--- src/rtl/id_stage_pipe_if.sv ---
// Decode-stage bus: fetch handshake and instruction in, register-file addresses out and data in,
// decoded ID/EX op out with its handshake, plus the stall counter.
interface id_stage_pipe_if #(
    parameter int DATA_W = 24,
    parameter int ADDR_W = 4,
    parameter int CNT_W  = 16
);
    logic                  in_valid;
    logic                  in_ready;
    logic [3+3*ADDR_W:0]   instr;
    logic                  hazard;
    logic                  flush;
    logic                  flagZ;
    logic [ADDR_W-1:0]     src1;
    logic [ADDR_W-1:0]     src2;
    logic [DATA_W-1:0]     reg1;
    logic [DATA_W-1:0]     reg2;
    logic                  out_valid;
    logic                  out_ready;
    logic [3:0]            exe_cmd;
    logic [DATA_W-1:0]     val1;
    logic [DATA_W-1:0]     val2;
    logic [ADDR_W-1:0]     dest;
    logic                  wb_en;
    logic                  mem_r_en;
    logic                  mem_w_en;
    logic                  is_imm;
    logic                  br_taken;
    logic [CNT_W-1:0]      stall_cnt;

    modport master (
        output in_valid, instr, hazard, flush, flagZ, reg1, reg2, out_ready,
        input  in_ready, src1, src2, out_valid, exe_cmd, val1, val2, dest,
               wb_en, mem_r_en, mem_w_en, is_imm, br_taken, stall_cnt
    );

    modport slave (
        input  in_valid, instr, hazard, flush, flagZ, reg1, reg2, out_ready,
        output in_ready, src1, src2, out_valid, exe_cmd, val1, val2, dest,
               wb_en, mem_r_en, mem_w_en, is_imm, br_taken, stall_cnt
    );
endinterface

--- src/rtl/id_stage_pipe.sv ---
// Pipelined decode stage: decodes one instruction per cycle into an ID/EX register with bubbles, flush, stall count.
// Latency 1 cycle, throughput 1 op/cycle; optional one-entry skid buffer when ID_SKID_BUF_EN is defined.
// Backpressure: out_ready=0 holds ID/EX stable and drops in_ready (skid build accepts one extra op first).
module id_stage_pipe #(
    parameter int DATA_W = 24,
    parameter int ADDR_W = 4,
    parameter int CNT_W  = 16
) (
    input  logic           clk,
    input  logic           rst,
    id_stage_pipe_if.slave bus
);
    localparam int IW = 4 + 3 * ADDR_W;

    typedef struct packed {
        logic [3:0]        exe_cmd;
        logic [DATA_W-1:0] val1;
        logic [DATA_W-1:0] val2;
        logic [ADDR_W-1:0] dest;
        logic              wb_en;
        logic              mem_r_en;
        logic              mem_w_en;
        logic              is_imm;
        logic              br_taken;
    } idex_t;

    logic [3:0]        op;
    logic [ADDR_W-1:0] rd, rs1, rs2;
    logic              is_br, is_imm_op, uses_rd;
    idex_t             dec, idex;
    logic              out_valid_q, ready_en, load, accept;
    logic [CNT_W-1:0]  stall_q;

    assign op  = bus.instr[IW-1 -: 4];
    assign rd  = bus.instr[3*ADDR_W-1 -: ADDR_W];
    assign rs1 = bus.instr[2*ADDR_W-1 -: ADDR_W];
    assign rs2 = bus.instr[ADDR_W-1:0];

    assign is_br     = (op == 4'hC) || (op == 4'hD) || (op == 4'hE);
    assign is_imm_op = (op == 4'h6) || (op == 4'h7) || (op == 4'h8);
    // CMP and STR read rd as their first source and rs1 as their second.
    assign uses_rd   = (op == 4'h9) || (op == 4'hB);

    assign bus.src1 = (is_imm_op || is_br) ? '1 : (uses_rd ? rd : rs1);
    assign bus.src2 = ((op == 4'hA) || is_imm_op || is_br || (op == 4'h5)) ? '1 : (uses_rd ? rs1 : rs2);

    always_comb begin
        dec          = '0;
        dec.exe_cmd  = op;
        dec.dest     = rd;
        dec.wb_en    = ((op >= 4'h1) && (op <= 4'h8)) || (op == 4'hA);
        dec.mem_r_en = (op == 4'hA);
        dec.mem_w_en = (op == 4'hB);
        dec.is_imm   = is_imm_op;
        dec.br_taken = (op == 4'hC) || ((op == 4'hD) && bus.flagZ) || ((op == 4'hE) && !bus.flagZ);
        dec.val1     = (is_br || is_imm_op) ? '0 : bus.reg1;
        if ((op == 4'h5) || (op == 4'hA) || (op == 4'hB))
            dec.val2 = '0;
        else if (is_imm_op)
            dec.val2 = DATA_W'($signed(bus.instr[2*ADDR_W-1:0]));
        else if (is_br)
            dec.val2 = DATA_W'($signed(bus.instr[3*ADDR_W-1:0]));
        else
            dec.val2 = bus.reg2;
    end

    assign load   = !out_valid_q || bus.out_ready;
    assign accept = bus.in_valid && bus.in_ready;

    // Keeps in_ready low while reset is asserted and for the first edge after release.
    always_ff @(posedge clk or negedge rst) begin
        if (!rst) ready_en <= 1'b0;
        else      ready_en <= 1'b1;
    end

`ifdef ID_SKID_BUF_EN
    logic  skid_full;
    idex_t skid;

    assign bus.in_ready = ready_en && !skid_full && !bus.hazard && !bus.flush;

    always_ff @(posedge clk or negedge rst) begin
        if (!rst) begin
            out_valid_q <= 1'b0;
            idex        <= '0;
            skid_full   <= 1'b0;
            skid        <= '0;
        end else if (bus.flush) begin
            out_valid_q <= 1'b0;
            idex        <= '0;
            skid_full   <= 1'b0;
        end else if (load) begin
            // A parked op always drains first, even under hazard.
            if (skid_full) begin
                idex        <= skid;
                out_valid_q <= 1'b1;
                skid_full   <= 1'b0;
            end else if (accept) begin
                idex        <= dec;
                out_valid_q <= 1'b1;
            end else if (bus.hazard) begin
                idex        <= '0;
                out_valid_q <= 1'b1;
            end else begin
                out_valid_q <= 1'b0;
            end
        end else if (accept) begin
            skid      <= dec;
            skid_full <= 1'b1;
        end
    end
`else
    assign bus.in_ready = ready_en && load && !bus.hazard && !bus.flush;

    always_ff @(posedge clk or negedge rst) begin
        if (!rst) begin
            out_valid_q <= 1'b0;
            idex        <= '0;
        end else if (bus.flush) begin
            out_valid_q <= 1'b0;
            idex        <= '0;
        end else if (load) begin
            if (accept) begin
                idex        <= dec;
                out_valid_q <= 1'b1;
            end else if (bus.hazard) begin
                idex        <= '0;
                out_valid_q <= 1'b1;
            end else begin
                out_valid_q <= 1'b0;
            end
        end
    end
`endif

    always_ff @(posedge clk or negedge rst) begin
        if (!rst)
            stall_q <= '0;
        else if (bus.in_valid && !bus.in_ready && (stall_q != '1))
            stall_q <= stall_q + CNT_W'(1);
    end

    assign bus.out_valid = out_valid_q;
    assign bus.exe_cmd   = idex.exe_cmd;
    assign bus.val1      = idex.val1;
    assign bus.val2      = idex.val2;
    assign bus.dest      = idex.dest;
    assign bus.wb_en     = idex.wb_en;
    assign bus.mem_r_en  = idex.mem_r_en;
    assign bus.mem_w_en  = idex.mem_w_en;
    assign bus.is_imm    = idex.is_imm;
    assign bus.br_taken  = idex.br_taken;
    assign bus.stall_cnt = stall_q;
endmodule

--- src/flat_wrapper.sv ---
// flat-port wrapper written by rule: the top's interface ports become plain ports
module id_stage_pipe_flat 
#(
    parameter int DATA_W = 24,
    parameter int ADDR_W = 4,
    parameter int CNT_W  = 16
)
  (clk, rst, bus_in_valid, bus_instr, bus_hazard, bus_flush, bus_flagZ, bus_reg1, bus_reg2, bus_out_ready, bus_in_ready, bus_src1, bus_src2, bus_out_valid, bus_exe_cmd, bus_val1, bus_val2, bus_dest, bus_wb_en, bus_mem_r_en, bus_mem_w_en, bus_is_imm, bus_br_taken, bus_stall_cnt);
  id_stage_pipe_if #(.DATA_W(DATA_W), .ADDR_W(ADDR_W), .CNT_W(CNT_W)) bus_i ();
  input  logic clk;
  input  logic rst;
  input wire logic [$bits(bus_i.in_valid)-1:0] bus_in_valid;
  input wire logic [$bits(bus_i.instr)-1:0] bus_instr;
  input wire logic [$bits(bus_i.hazard)-1:0] bus_hazard;
  input wire logic [$bits(bus_i.flush)-1:0] bus_flush;
  input wire logic [$bits(bus_i.flagZ)-1:0] bus_flagZ;
  input wire logic [$bits(bus_i.reg1)-1:0] bus_reg1;
  input wire logic [$bits(bus_i.reg2)-1:0] bus_reg2;
  input wire logic [$bits(bus_i.out_ready)-1:0] bus_out_ready;
  output wire logic [$bits(bus_i.in_ready)-1:0] bus_in_ready;
  output wire logic [$bits(bus_i.src1)-1:0] bus_src1;
  output wire logic [$bits(bus_i.src2)-1:0] bus_src2;
  output wire logic [$bits(bus_i.out_valid)-1:0] bus_out_valid;
  output wire logic [$bits(bus_i.exe_cmd)-1:0] bus_exe_cmd;
  output wire logic [$bits(bus_i.val1)-1:0] bus_val1;
  output wire logic [$bits(bus_i.val2)-1:0] bus_val2;
  output wire logic [$bits(bus_i.dest)-1:0] bus_dest;
  output wire logic [$bits(bus_i.wb_en)-1:0] bus_wb_en;
  output wire logic [$bits(bus_i.mem_r_en)-1:0] bus_mem_r_en;
  output wire logic [$bits(bus_i.mem_w_en)-1:0] bus_mem_w_en;
  output wire logic [$bits(bus_i.is_imm)-1:0] bus_is_imm;
  output wire logic [$bits(bus_i.br_taken)-1:0] bus_br_taken;
  output wire logic [$bits(bus_i.stall_cnt)-1:0] bus_stall_cnt;
  assign bus_i.in_valid = bus_in_valid;
  assign bus_i.instr = bus_instr;
  assign bus_i.hazard = bus_hazard;
  assign bus_i.flush = bus_flush;
  assign bus_i.flagZ = bus_flagZ;
  assign bus_i.reg1 = bus_reg1;
  assign bus_i.reg2 = bus_reg2;
  assign bus_i.out_ready = bus_out_ready;
  assign bus_in_ready = bus_i.in_ready;
  assign bus_src1 = bus_i.src1;
  assign bus_src2 = bus_i.src2;
  assign bus_out_valid = bus_i.out_valid;
  assign bus_exe_cmd = bus_i.exe_cmd;
  assign bus_val1 = bus_i.val1;
  assign bus_val2 = bus_i.val2;
  assign bus_dest = bus_i.dest;
  assign bus_wb_en = bus_i.wb_en;
  assign bus_mem_r_en = bus_i.mem_r_en;
  assign bus_mem_w_en = bus_i.mem_w_en;
  assign bus_is_imm = bus_i.is_imm;
  assign bus_br_taken = bus_i.br_taken;
  assign bus_stall_cnt = bus_i.stall_cnt;
  id_stage_pipe #(.DATA_W(DATA_W), .ADDR_W(ADDR_W), .CNT_W(CNT_W)) u_core (.clk(clk), .rst(rst), .bus(bus_i));
endmodule
--- config.mk ---
export PLATFORM = sky130hd
export DESIGN_NAME = id_stage_pipe_flat
export DESIGN_NICKNAME = d
export VERILOG_FILES = /design/src/rtl/id_stage_pipe_if.sv /design/src/rtl/id_stage_pipe.sv /design/src/flat_wrapper.sv
export SDC_FILE = /design/constraint.sdc
export NUM_CORES = 1
export LEC_CHECK = 0
export CORE_MARGIN = 1.5
export CORE_UTILIZATION = 46
export DETAILED_ROUTE_END_ITERATION = 6
export HOLD_SLACK_MARGIN = 0.08
export PLACE_DENSITY = 0.9
export RECOVER_POWER = 100
export SETUP_SLACK_MARGIN = 0.05
export SYNTH_ARGS = -nofsm -noshare
export SYNTH_HDL_FRONTEND = slang
export SYNTH_SLANG_ARGS = --single-unit
--- constraint.sdc ---
create_clock -name clk -period 3 [get_ports clk]
set_clock_uncertainty 0.2 [all_clocks]
set_input_delay 0.45 -clock clk [delete_from_list [all_inputs] [get_ports clk]]
set_output_delay 0.45 -clock clk [all_outputs]
set_load 0.01 [all_outputs]
== After elaboration in Yosys (flattened, before gate mapping) ==
Index checks and enable logic that the tools add are counted.
Widths: inputs -> output; s select.
Cells by class
  $add $sub $neg: 1
  $lt $le $gt $ge: 2
  eq/ne operators: 11
  mux-type cells: 16
  reductions and logical operators: 32
Operator list (count)
  $mux 61: 4
  $mux 24: 4
  $eq 4x4->1 const B: 7
  $add 16x1->16 const B: 1
  $mux 4: 4
  $ne 16x16->1 const B: 1
  $logic_or 1x1->1: 15
  $eq 4x3->1 const B: 3
  $logic_and 1x1->1: 9
  $logic_not 1->1: 5
  $ge 4x1->1 const B: 1
  $le 4x4->1 const B: 1
  $mux 1: 4
  $reduce_bool 3->1: 1
  $reduce_and 2->1: 1
  $reduce_bool 2->1: 1
Word-level totals
  flip-flop bits (word level): 79
  output and inout bits: 87
  logic and storage cells: 74

== Logic depth before layout (Yosys ltp) ==
Gate-level depths: netlist (run 1).
  depth after elaboration: 9
  gate-level depth with buffers: 9
  depth with buffers taken out: 6

== Worst setup path before layout (run 1) ==
No wires, ideal clock.
  path type: input -> output
  start point: in bus_instr[15]
  end point: out bus_src1[0]
  arrival: 1386 ps
  required time: 2350 ps
  path slack: 964 ps
  stages on the path: 7
  path buffers: 3
  cell sequence: buf_6 clkinv_4 o21ai_1 a221o_1 buf_6 buf_2 nand2_1
On the way
  longest elaborated chain between the ends: 5
  elaborated cells between the ends (all ways): 16
RTL lines
  start: declaration: RTL line flat_wrapper.sv:13  | input wire logic [$bits(bus_i.instr)-1:0] bus_instr;
  $eq 4x3->1 / $eq 4x4->1 (equally long branches): RTL line id_stage_pipe.sv:40, id_stage_pipe.sv:39
  $logic_or 1x1->1, on equally long branches (2 in series): RTL line id_stage_pipe.sv:40, id_stage_pipe.sv:39
  $logic_or 1x1->1: RTL line id_stage_pipe.sv:44  | assign bus.src1 = (is_imm_op || is_br) ? '1 : (uses_rd ? rd : rs1);
  $mux 4 *: RTL line id_stage_pipe.sv:44
  end: declaration: RTL line flat_wrapper.sv:21  | output wire logic [$bits(bus_i.src1)-1:0] bus_src1;
Mark *: on every way between the ends. The rest lies on a longest branch, timed or not.

== Final worst setup path (run 1) ==
  start point: in bus_flush
  end point: out bus_in_ready
On the way
  longest elaborated chain between the ends: 2
RTL lines
  start: declaration: RTL line flat_wrapper.sv:15  | input wire logic [$bits(bus_i.flush)-1:0] bus_flush;
  $logic_not 1->1: RTL line id_stage_pipe.sv:113  | assign bus.in_ready = ready_en && load && !bus.hazard && !bus.flush;
  $logic_and 1x1->1: RTL line id_stage_pipe.sv:113
  end: declaration: RTL line flat_wrapper.sv:20  | output wire logic [$bits(bus_i.in_ready)-1:0] bus_in_ready;
No other way between the ends.

==> flow_summary.json, run 1 <==
{
  "status": "complete, but fails checks",
  "violations": "capacitance limit, slew limit",
  "drv_cap": 1,
  "start_kind": "input pin",
  "die_w_um": 92.0,
  "fin_crit_sh_pct": 92.4,
  "grt.total_usage_pct": 24.9,
  "clkTransAtPathRegs_ns": 0.08,
  "synth.cell_area_um2": 3640,
  "drc": 0,
  "vias": 3188,
  "grt_first_pass_wirelength_mm": 16.5,
  "clock_path_buffers": 2,
  "ys_seq_area_share_pct": 54.3,
  "first_pass_iters": 4,
  "vias_per_cell": 5.51,
  "critPathLaunch": "bus_flush",
  "portBuffers": 157,
  "grt_pass1_vias": 3294,
  "cts_made_buffers": 9,
  "rsz0062_at_grt": "false",
  "final_cell_mix": "84 x dlygate4sd3_1, 79 x dfrtp_1, 69 x clkdlybuf4s50_1",
  "end_kind": "primary output",
  "antennaDiodeCount": 0,
  "synth-edff-count": 0,
  "coreArea_um2": 7690,
  "drt_iter0_drc": 131,
  "r2r_slack_ns": 0.61,
  "cts_tree": "done",
  "postCtsSetupRepairBufs": 0,
  "reg2reg_from": "u_core.bus.out_valid",
  "totalPowerFinal_mw": 2.63,
  "endpoint": "bus_in_ready",
  "dp_hpwl_mm": 7.42,
  "worst-path-max-fanout": 3,
  "grt_antenna_before_repair": 0,
  "min_path_type": "reg2reg",
  "postSynthCellCount": 313,
  "wl_per_cell_um": 17.6,
  "gp_congestion": 0.916,
  "cts_max_level": 3,
  "ys_warn_count": 0,
  "r2r_end": "u_core.bus.val1[7]",
  "utilization_pct": 71.5,
  "globalRouteOverflowTotal": 0,
  "clk_latency_ns": 0.35,
  "hold_violations": 0,
  "fin_crit_ns": 2.77,
  "row_count": 32,
  "nNetsFinal": 544,
  "initial_core_util_pct": 47.4,
  "rr_worst_depth": 5,
  "fin_ws_ns": 0.227,
  "place_ws_ns": 0.0303,
  "die_h_um": 92.0,
  "syn_avg_cell_area_um2": 11.6,
  "max_slew_margin_pct": -28.1,
  "power_density_nw_per_um2": 479,
  "routed_wl_mm": 10.2,
  "max_freq_mhz": 361,
  "ios": 158,
  "arrival_ns": 2.12,
  "path_class": "in2out",
  "drive_gt1_share_pct": 8.18,
  "cts.sinks": 79,
  "critPathRequiredTime_ns": 2.35,
  "ctsResizeCount": 0,
  "ant_nets": 0,
  "peakVddDrop_mv": 0.241,
  "worst_pin_slew_ns": 1.92,
  "tns_ns": 0,
  "synth_ff_type": "dfrtp_1",
  "ctsHoldBuffers": 0,
  "grt_max_degree": 80,
  "dieArea_um2": 8460,
  "synthesis.nets": 385,
  "setup_viol": 0,
  "fin_hold_ws_ns": 0.288,
  "layout_commonest_cell": "dlygate4sd3_1",
  "synth-seq-cells": 79,
  "power.leakage_nw": 2.62,
  "root_buffer": "clkbuf_8",
  "synth_cell_type_count": 50,
  "async_flop_share_pct": 100,
  "area_growth_pct": 50.9,
  "slew_violations": 80
}
cell usage after synthesis, types with 6 or more instances:
library cell	instances	area, µm²
a221o_1	14	140
a22o_1	31	272
buf_6	9	101
dfrtp_1	79	1980
mux2i_1	13	130
nand2_1	35	131
nand3_1	6	30.0
nand4_1	8	50.1
nor2_1	12	45.0
o21ai_0	6	30.0
o21ai_1	17	85.1
xnor2_1	10	87.6
critical path, stage by stage:
cell and delay (ns):
dlygate4sd3_1 0.60, nand2b_1 0.24, nor3_2 0.18, dlygate4sd3_1 0.66
cell type report:
cell class / count / area, µm²
Sequential cell: 79 / 1980
Timing Repair Buffer: 172 / 1680
Fill cell: 583 / 2190
Clock inverter: 5 / 106
Clock buffer: 11 / 131
Tap cell: 102 / 128
Inverter: 3 / 16.3
Multi-Input combinational cell: 207 / 1450
state kept, by name (all words and copies together) (netlist names):
| name | flops |
|---|---|
| u_core.bus.br_taken | 1 |
| u_core.bus.is_imm | 1 |
| u_core.bus.mem_r_en | 1 |
| u_core.bus.out_valid | 1 |
| u_core.bus.exe_cmd | 4 |
| u_core.bus.wb_en | 1 |
| u_core.bus.dest | 4 |
| u_core.bus.val2 | 24 |
| u_core.bus.stall_cnt | 16 |
| u_core.bus.val1 | 24 |
| u_core.ready_en | 1 |
| u_core.bus.mem_w_en | 1 |
worst min path at each step:
stage               slack, ns          startpoint  cells past startpoint                  end
finish                   0.29  u_core.bus.val2[4]                      2   u_core.bus.val2[4]
global route             0.31  u_core.bus.dest[1]                      1   u_core.bus.dest[1]
CTS                      0.09                 rst                      1  u_core.bus.val2[20]
detailed placement       0.28  u_core.bus.val2[3]                      2   u_core.bus.val2[3]
global placement         0.27  u_core.bus.val2[6]                      2   u_core.bus.val2[6]
floorplan               -0.05                 rst                      0  u_core.bus.br_taken
kinds of logic (layout without fill, tap and decap cells):
kind of cell	after synthesis	count (layout)	share of synthesized area (%)
AO/OA/AOI/OAI	92	92	19.7
AND/OR/NAND/NOR	84	84	12.5
flip-flops	79	79	54.3
buffers and inverters	27	191	5.43
multiplexers	16	16	4.50
XOR/XNOR	13	13	3.13
adder cells (fa/ha/maj)	1	1	0.343
other	1	1	0.103
layer usage:
layer  up-vias  part of all wire (%)  global-route usage, %  routed length [µm]
li1       1482                     -                      -                   -
met4         0                   1.8                   6.79                 185
met1      1537                    40                   30.5                4100
met5         -                     0                      0                   0
met3        16                   8.2                   8.13                 834
met2       153                    50                   42.1                5080
per-stage QoR:
stage | cell area, µm² | cells
after floorplan | 3640 | 313
after global placement | 5270 | 563
after detailed placement | 5270 | 563
after CTS | 5510 | 579
after global routing | 5500 | 579
final | 5500 | 579
power breakdown:
group | leakage, nW | internal [mW] | switching, mW | total (mW)
combinational | 1.43 | 0.269 | 0.236 | 0.505
sequential | 1.08 | 1.13 | 0.0598 | 1.19
clock | 0.114 | 0.555 | 0.385 | 0.940
total | 2.62 | 1.95 | 0.680 | 2.63
Power figures use the tool's default switching activity.
==> inputs of run 2 (changes only) <==
--- a/config.mk
+++ b/config.mk
@@ -12,6 +12,7 @@
 export PLACE_DENSITY = 0.9
 export RECOVER_POWER = 100
 export SETUP_SLACK_MARGIN = 0.05
+export SKIP_LAST_GASP = 1
 export SYNTH_ARGS = -nofsm -noshare
 export SYNTH_HDL_FRONTEND = slang
 export SYNTH_SLANG_ARGS = --single-unit
==> results of run 2 <==
The final DEF is identical to that of run 1; final timing and power are the same.
==> edit 1: new RTL, flow settings as in run 1 <==
Add a define of `ID_SKID_BUF_EN`.
--- a/src/rtl/id_stage_pipe.sv
+++ b/src/rtl/id_stage_pipe.sv
@@ -3,2 +3,4 @@
 // Backpressure: out_ready=0 holds ID/EX stable and drops in_ready (skid build accepts one extra op first).
+`define ID_SKID_BUF_EN
+
 module id_stage_pipe #(
Function: changed (a bounded check fails within 4 cycles, from zero or initial values and one cycle with rst low).
==> edit 1 against run 1 <==
- the flow still finishes with violations (capacitance limit, slew limit)
- via count increased by 73%
- synthesized area up 73%
- worst setup slack got worse by 0.096 ns
- sequential power up 88%
- critical path depth is the same
- sequential cell count up 62
- hold slack lost 0.0098 ns
- power is 97% higher
- design area rose by 57%
- largest power group unchanged
- routed wire length is 71% higher
==> edit 1: results <==
{
  "gp_congestion": 0.854,
  "violations": "capacitance limit, slew limit",
  "first_global_vias": 5703,
  "synth-compound-area-share": 0.231,
  "dpl.hpwl_um": 11400,
  "p_leak_nw": 4.02,
  "nets": 809,
  "hold_ws_ns": 0.278,
  "htreeDepth": 4,
  "first_iter_violations": 530,
  "post_cts_buffers": 0,
  "maxSlewViolCount": 66,
  "yosysSeqAreaShare": 0.559,
  "reg2reg_from": "u_core.skid_full",
  "crit_arrival_ns": 2.22,
  "worstHoldStart": "u_core.bus.dest[0]",
  "synth_commonest_cells": "dfrtp_1, a22oi_1, nand2_1",
  "avgSynthCellArea_um2": 10.7,
  "grt_pass1_wl_um": 28000,
  "r2r_slack_ns": 0.36,
  "cts.clk_slew.worst_paths_ns": 0.06,
  "dp_slack_ns": -0.0586,
  "drive_above_1_share": 0.0988,
  "synth_xor_area_frac": 0.00972,
  "irDropWorstVdd_v": 0.000336,
  "tightest_slew_ns": 1.66,
  "vias": 5502,
  "fmax_mhz": 349,
  "cts_buffers": 17,
  "timing.rr.end": "u_core.skid[37]",
  "grt_max_degree": 68,
  "status": "complete, but fails checks",
  "clkLatencyLatePin_ns": 0.41,
  "synth_fp_nets": 660,
  "wire_per_inst_um": 18.8,
  "synthAdderAreaFrac": 0.00198,
  "yosysWarnings": 0,
  "min_to": "u_core.bus.dest[0]",
  "cp_max_fo": 8,
  "placed_area_um2": 8040,
  "n_fill_cell": 1001,
  "cts_root_buf": "clkbuf_16",
  "synthMuxAreaShare": 0.0442,
  "ys.flop_type": "dfrtp_1",
  "grt_use_total": 0.246,
  "dr.pass1.iters": 5,
  "drv_cap": 1
}
==> edit 1: changes by cell type after synthesis, moves of 6 or more <==
cell	change
a221o_1	-13
dfrtp_1	+62
nand2_1	+14
mux2_2	+15
xnor2_1	-6
o21ai_1	+23
a22oi_1	+55
buf_2	+11
o21ai_0	+41
a21oi_1	+17
clkbuf_1	+15
inv_1	+24
nand3_1	+9
==> edit 1: logic make-up (layout without fill, tap and decap cells) <==
kind of cell / Yosys count / after routing
simple gates: 122 / 122
buf+inv: 67 / 228
other cells: 1 / 1
compound gates: 223 / 223
flops: 141 / 141
xor+xnor: 7 / 7
mux: 26 / 26
fa+ha+maj: 1 / 1
==> edit 1: worst max-delay path by stage <==
stage / to / from
finish: bus_in_ready / bus_flush
global route: bus_src2[1] / bus_instr[15]
detailed placement: u_core.skid[37] / bus_flush
floorplan: bus_src1[0] / bus_instr[15]
global placement: u_core.skid[47] / bus_flush
CTS: bus_src1[1] / bus_instr[14]
==> edit 1: per-layer routing <==
metal,global-route usage,vias to the layer above,share of wire
li1,-,2452,-
met3,0.0518,28,0.066
met5,0,-,0
met1,0.319,2757,0.41
met4,0.0841,0,0.018
met2,0.413,265,0.50
==> edit 1: worst min-delay path: cells and delay by family (launching register included) <==
family	cells	cell delay (ns)
simple gates	1	0.04
flops	1	0.34
compound gates	1	0.06
==> edit 1: cell type report <==
cell class | count | area [um2] | area share
Multi-Input combinational cell | 380 | 2460 | 0.284
Inverter | 25 | 98.8 | 0.0114
Timing Repair Buffer | 172 | 1720 | 0.199
Tap cell | 176 | 220 | 0.0255
Clock inverter | 13 | 190 | 0.0220
Clock buffer | 18 | 429 | 0.0496
Sequential cell | 141 | 3530 | 0.408
==> edit 1: repair_timing <==
item                                    CTS  global route
gates resized for setup                   2             3
endpoints found under the hold margin    64             0
hold buffers                              1             0
endpoints found under the setup margin    4             6
cloned                                    0             0
==> edit 1: through the flow <==
step	utilization	setup TNS, ns
6_report	0.650	0
5_1_grt	0.650	0
4_1_cts	0.653	0
3_5_place_dp	0.605	-0.881
3_3_place_gp	0.605	0
2_1_floorplan	-	0
==> edit 1: power breakdown <==
| group | internal [mW] | total [mW] | switching [mW] |
|---|---|---|---|
| clock network | 1.39 | 2.21 | 0.817 |
| registers | 2.08 | 2.24 | 0.159 |
| logic | 0.367 | 0.727 | 0.360 |
| total | 3.85 | 5.18 | 1.34 |
==> edit 2: new RTL, settings of run 1 <==
Without the edit above. `DATA_W` is set to 24 in 3 places; all go to 48.
--- a/src/rtl/id_stage_pipe_if.sv
+++ b/src/rtl/id_stage_pipe_if.sv
@@ -3,3 +3,3 @@
 interface id_stage_pipe_if #(
-    parameter int DATA_W = 24,
+    parameter int DATA_W = 48,
     parameter int ADDR_W = 4,
--- a/src/rtl/id_stage_pipe.sv
+++ b/src/rtl/id_stage_pipe.sv
@@ -4,3 +4,3 @@
 module id_stage_pipe #(
-    parameter int DATA_W = 24,
+    parameter int DATA_W = 48,
     parameter int ADDR_W = 4,
--- a/src/flat_wrapper.sv
+++ b/src/flat_wrapper.sv
@@ -3,3 +3,3 @@
 #(
-    parameter int DATA_W = 24,
+    parameter int DATA_W = 48,
     parameter int ADDR_W = 4,
Ports: changed (resized bus_reg1, bus_reg2, bus_val1 and bus_val2); port bits go from 158 to 254. The function was not compared with the original's and may differ.
==> edit 2 against run 1 <==
- worst setup slack got worse by 0.11 ns
- register-to-register slack worse by 0.22 ns
- design area increased by 63%
- power rose by 78%
- routed wire length rose by 79%
- global-route usage rose by 2.5 points
- non-clock buffer count increased by 101
- first-iteration DRC count rose to 2.7 times the old value
- combinational power rose by 52%
- sequential cell count up 48
- synthesized area grew 60%
- largest power group is now the clock network
- highest routed layer unchanged
==> edit 2: results <==
{
  "status": "complete, no violations",
  "irDropWorstVdd_v": 0.000423,
  "nets": 819,
  "post_cts_buffers": 0,
  "clkLatencyLatePin_ns": 0.41,
  "synth_cell_types": 57,
  "grt_pass1_wl_um": 28000,
  "yosysWarnings": 0,
  "clock_path_buffers": 2,
  "grt_max_degree": 58,
  "yosysSeqAreaShare": 0.546,
  "first_global_vias": 5147,
  "avgViaCountPerCell": 5.80,
  "cp_max_fo": 5,
  "synth-compound-area-share": 0.289,
  "crit_arrival_ns": 2.23,
  "n_fill_cell": 788,
  "synthAdderAreaFrac": 0.00215,
  "dr.pass1.iters": 4,
  "synth_xor_area_frac": 0.0181,
  "netlist_top_cells_area": "dfrtp_1, a22o_1, o2bb2ai_1",
  "dp_slack_ns": 0.00396,
  "synthMuxAreaShare": 0.0265,
  "placed_area_um2": 8560,
  "htreeDepth": 4,
  "first_iter_violations": 353,
  "slew-limit-headroom": 0.0725,
  "numPortBuffers": 253,
  "synth_commonest_cells": "dfrtp_1, a22o_1, o2bb2ai_1",
  "drive_above_1_share": 0.118,
  "grt_use_total": 0.274,
  "synth_fp_nets": 572,
  "p_leak_nw": 4.21,
  "wire_per_inst_um": 20.7,
  "cts_buffers": 17,
  "switching_share": 0.261,
  "antenna_found_initial": 0,
  "async_reset_ff_frac": 1.00,
  "cts_root_buf": "clkbuf_16",
  "gp_congestion": 0.867,
  "dpl.hpwl_um": 12200,
  "cts.clk_slew.worst_paths_ns": 0.06,
  "hold_path.class": "flop to flop"
}
## edit 2: kinds of logic (layout without fill, tap and decap cells)
kind of cell    Yosys count  after routing
mux                      15             15
flops                   127            127
simple gates             73             73
xor+xnor                 12             12
other cells               1              2
compound gates          175            175
fa+ha+maj                 1              1
buf+inv                  48            307
## edit 2: final timing paths
check | startpoint | endpoint | slack, ns | cells after the start
setup / recovery | bus_instr[12] | bus_src1[2] | 0.12 | 5
hold / removal | u_core.bus.val2[22] | u_core.bus.val2[22] | 0.28 | 1
setup reg to reg | u_core.bus.out_valid | u_core.bus.stall_cnt[12] | 0.39 | 5
min in group asynchronous | rst | u_core.bus.val2[45] | 0.33 | 2
hold reg to reg | u_core.bus.val2[22] | u_core.bus.val2[22] | 0.28 | 1
max in group asynchronous | rst | u_core.bus.val1[44] | 0.55 | 3
## edit 2: through the flow
step                utilization  std cells
finish                    0.739        880
CTS                       0.752        879
floorplan                     -        452
global placement          0.704        847
detailed placement        0.704        847
global route              0.738        879
## edit 2: repair_timing
item / 4_1_cts / 5_1_grt
hold buffers: 1 / 0
endpoints found under the hold margin: 33 / 0
resized for setup: 0 / 7
endpoints found under the setup margin: 0 / 8
## edit 2: layer usage
| layer | GRT usage | routed length (um) | part of all wire |
|---|---|---|---|
| met1 | 0.322 | 6890 | 0.38 |
| met2 | 0.453 | 9150 | 0.50 |
| met3 | 0.0915 | 1590 | 0.087 |
| met4 | 0.133 | 577 | 0.032 |
| met5 | 0 | 0 | 0 |
## edit 2: cell type report
cell class | instances | area (um2) | area share
inverters | 3 | 11.3 | 0.00125
well taps | 168 | 210 | 0.0234
multi-input cells | 277 | 2280 | 0.254
repair buffers | 273 | 2720 | 0.303
diodes | 1 | 2.50 | 0.000279
clock inverters | 11 | 116 | 0.0130
clock buffers | 20 | 457 | 0.0508
flip-flops and latches | 127 | 3180 | 0.354
## edit 2: critical path, stage by stage
cell and delay [ns]:
clkdlybuf4s50_1 0.60, and3_2 0.36, mux2i_1 0.26, nand2_1 0.08, clkdlybuf4s50_1 0.48
## edit 2: power by group through the flow
stage | Combinational [mW] | Clock [mW] | Sequential [mW]
after floorplan | 0.310 | 0 | 1.95
after global placement | 0.790 | 0 | 1.92
after detailed placement | 0.813 | 0 | 1.92
after CTS | 0.822 | 2.04 | 1.90
after global routing | 0.821 | 2.11 | 1.91
final | 0.766 | 2.02 | 1.89
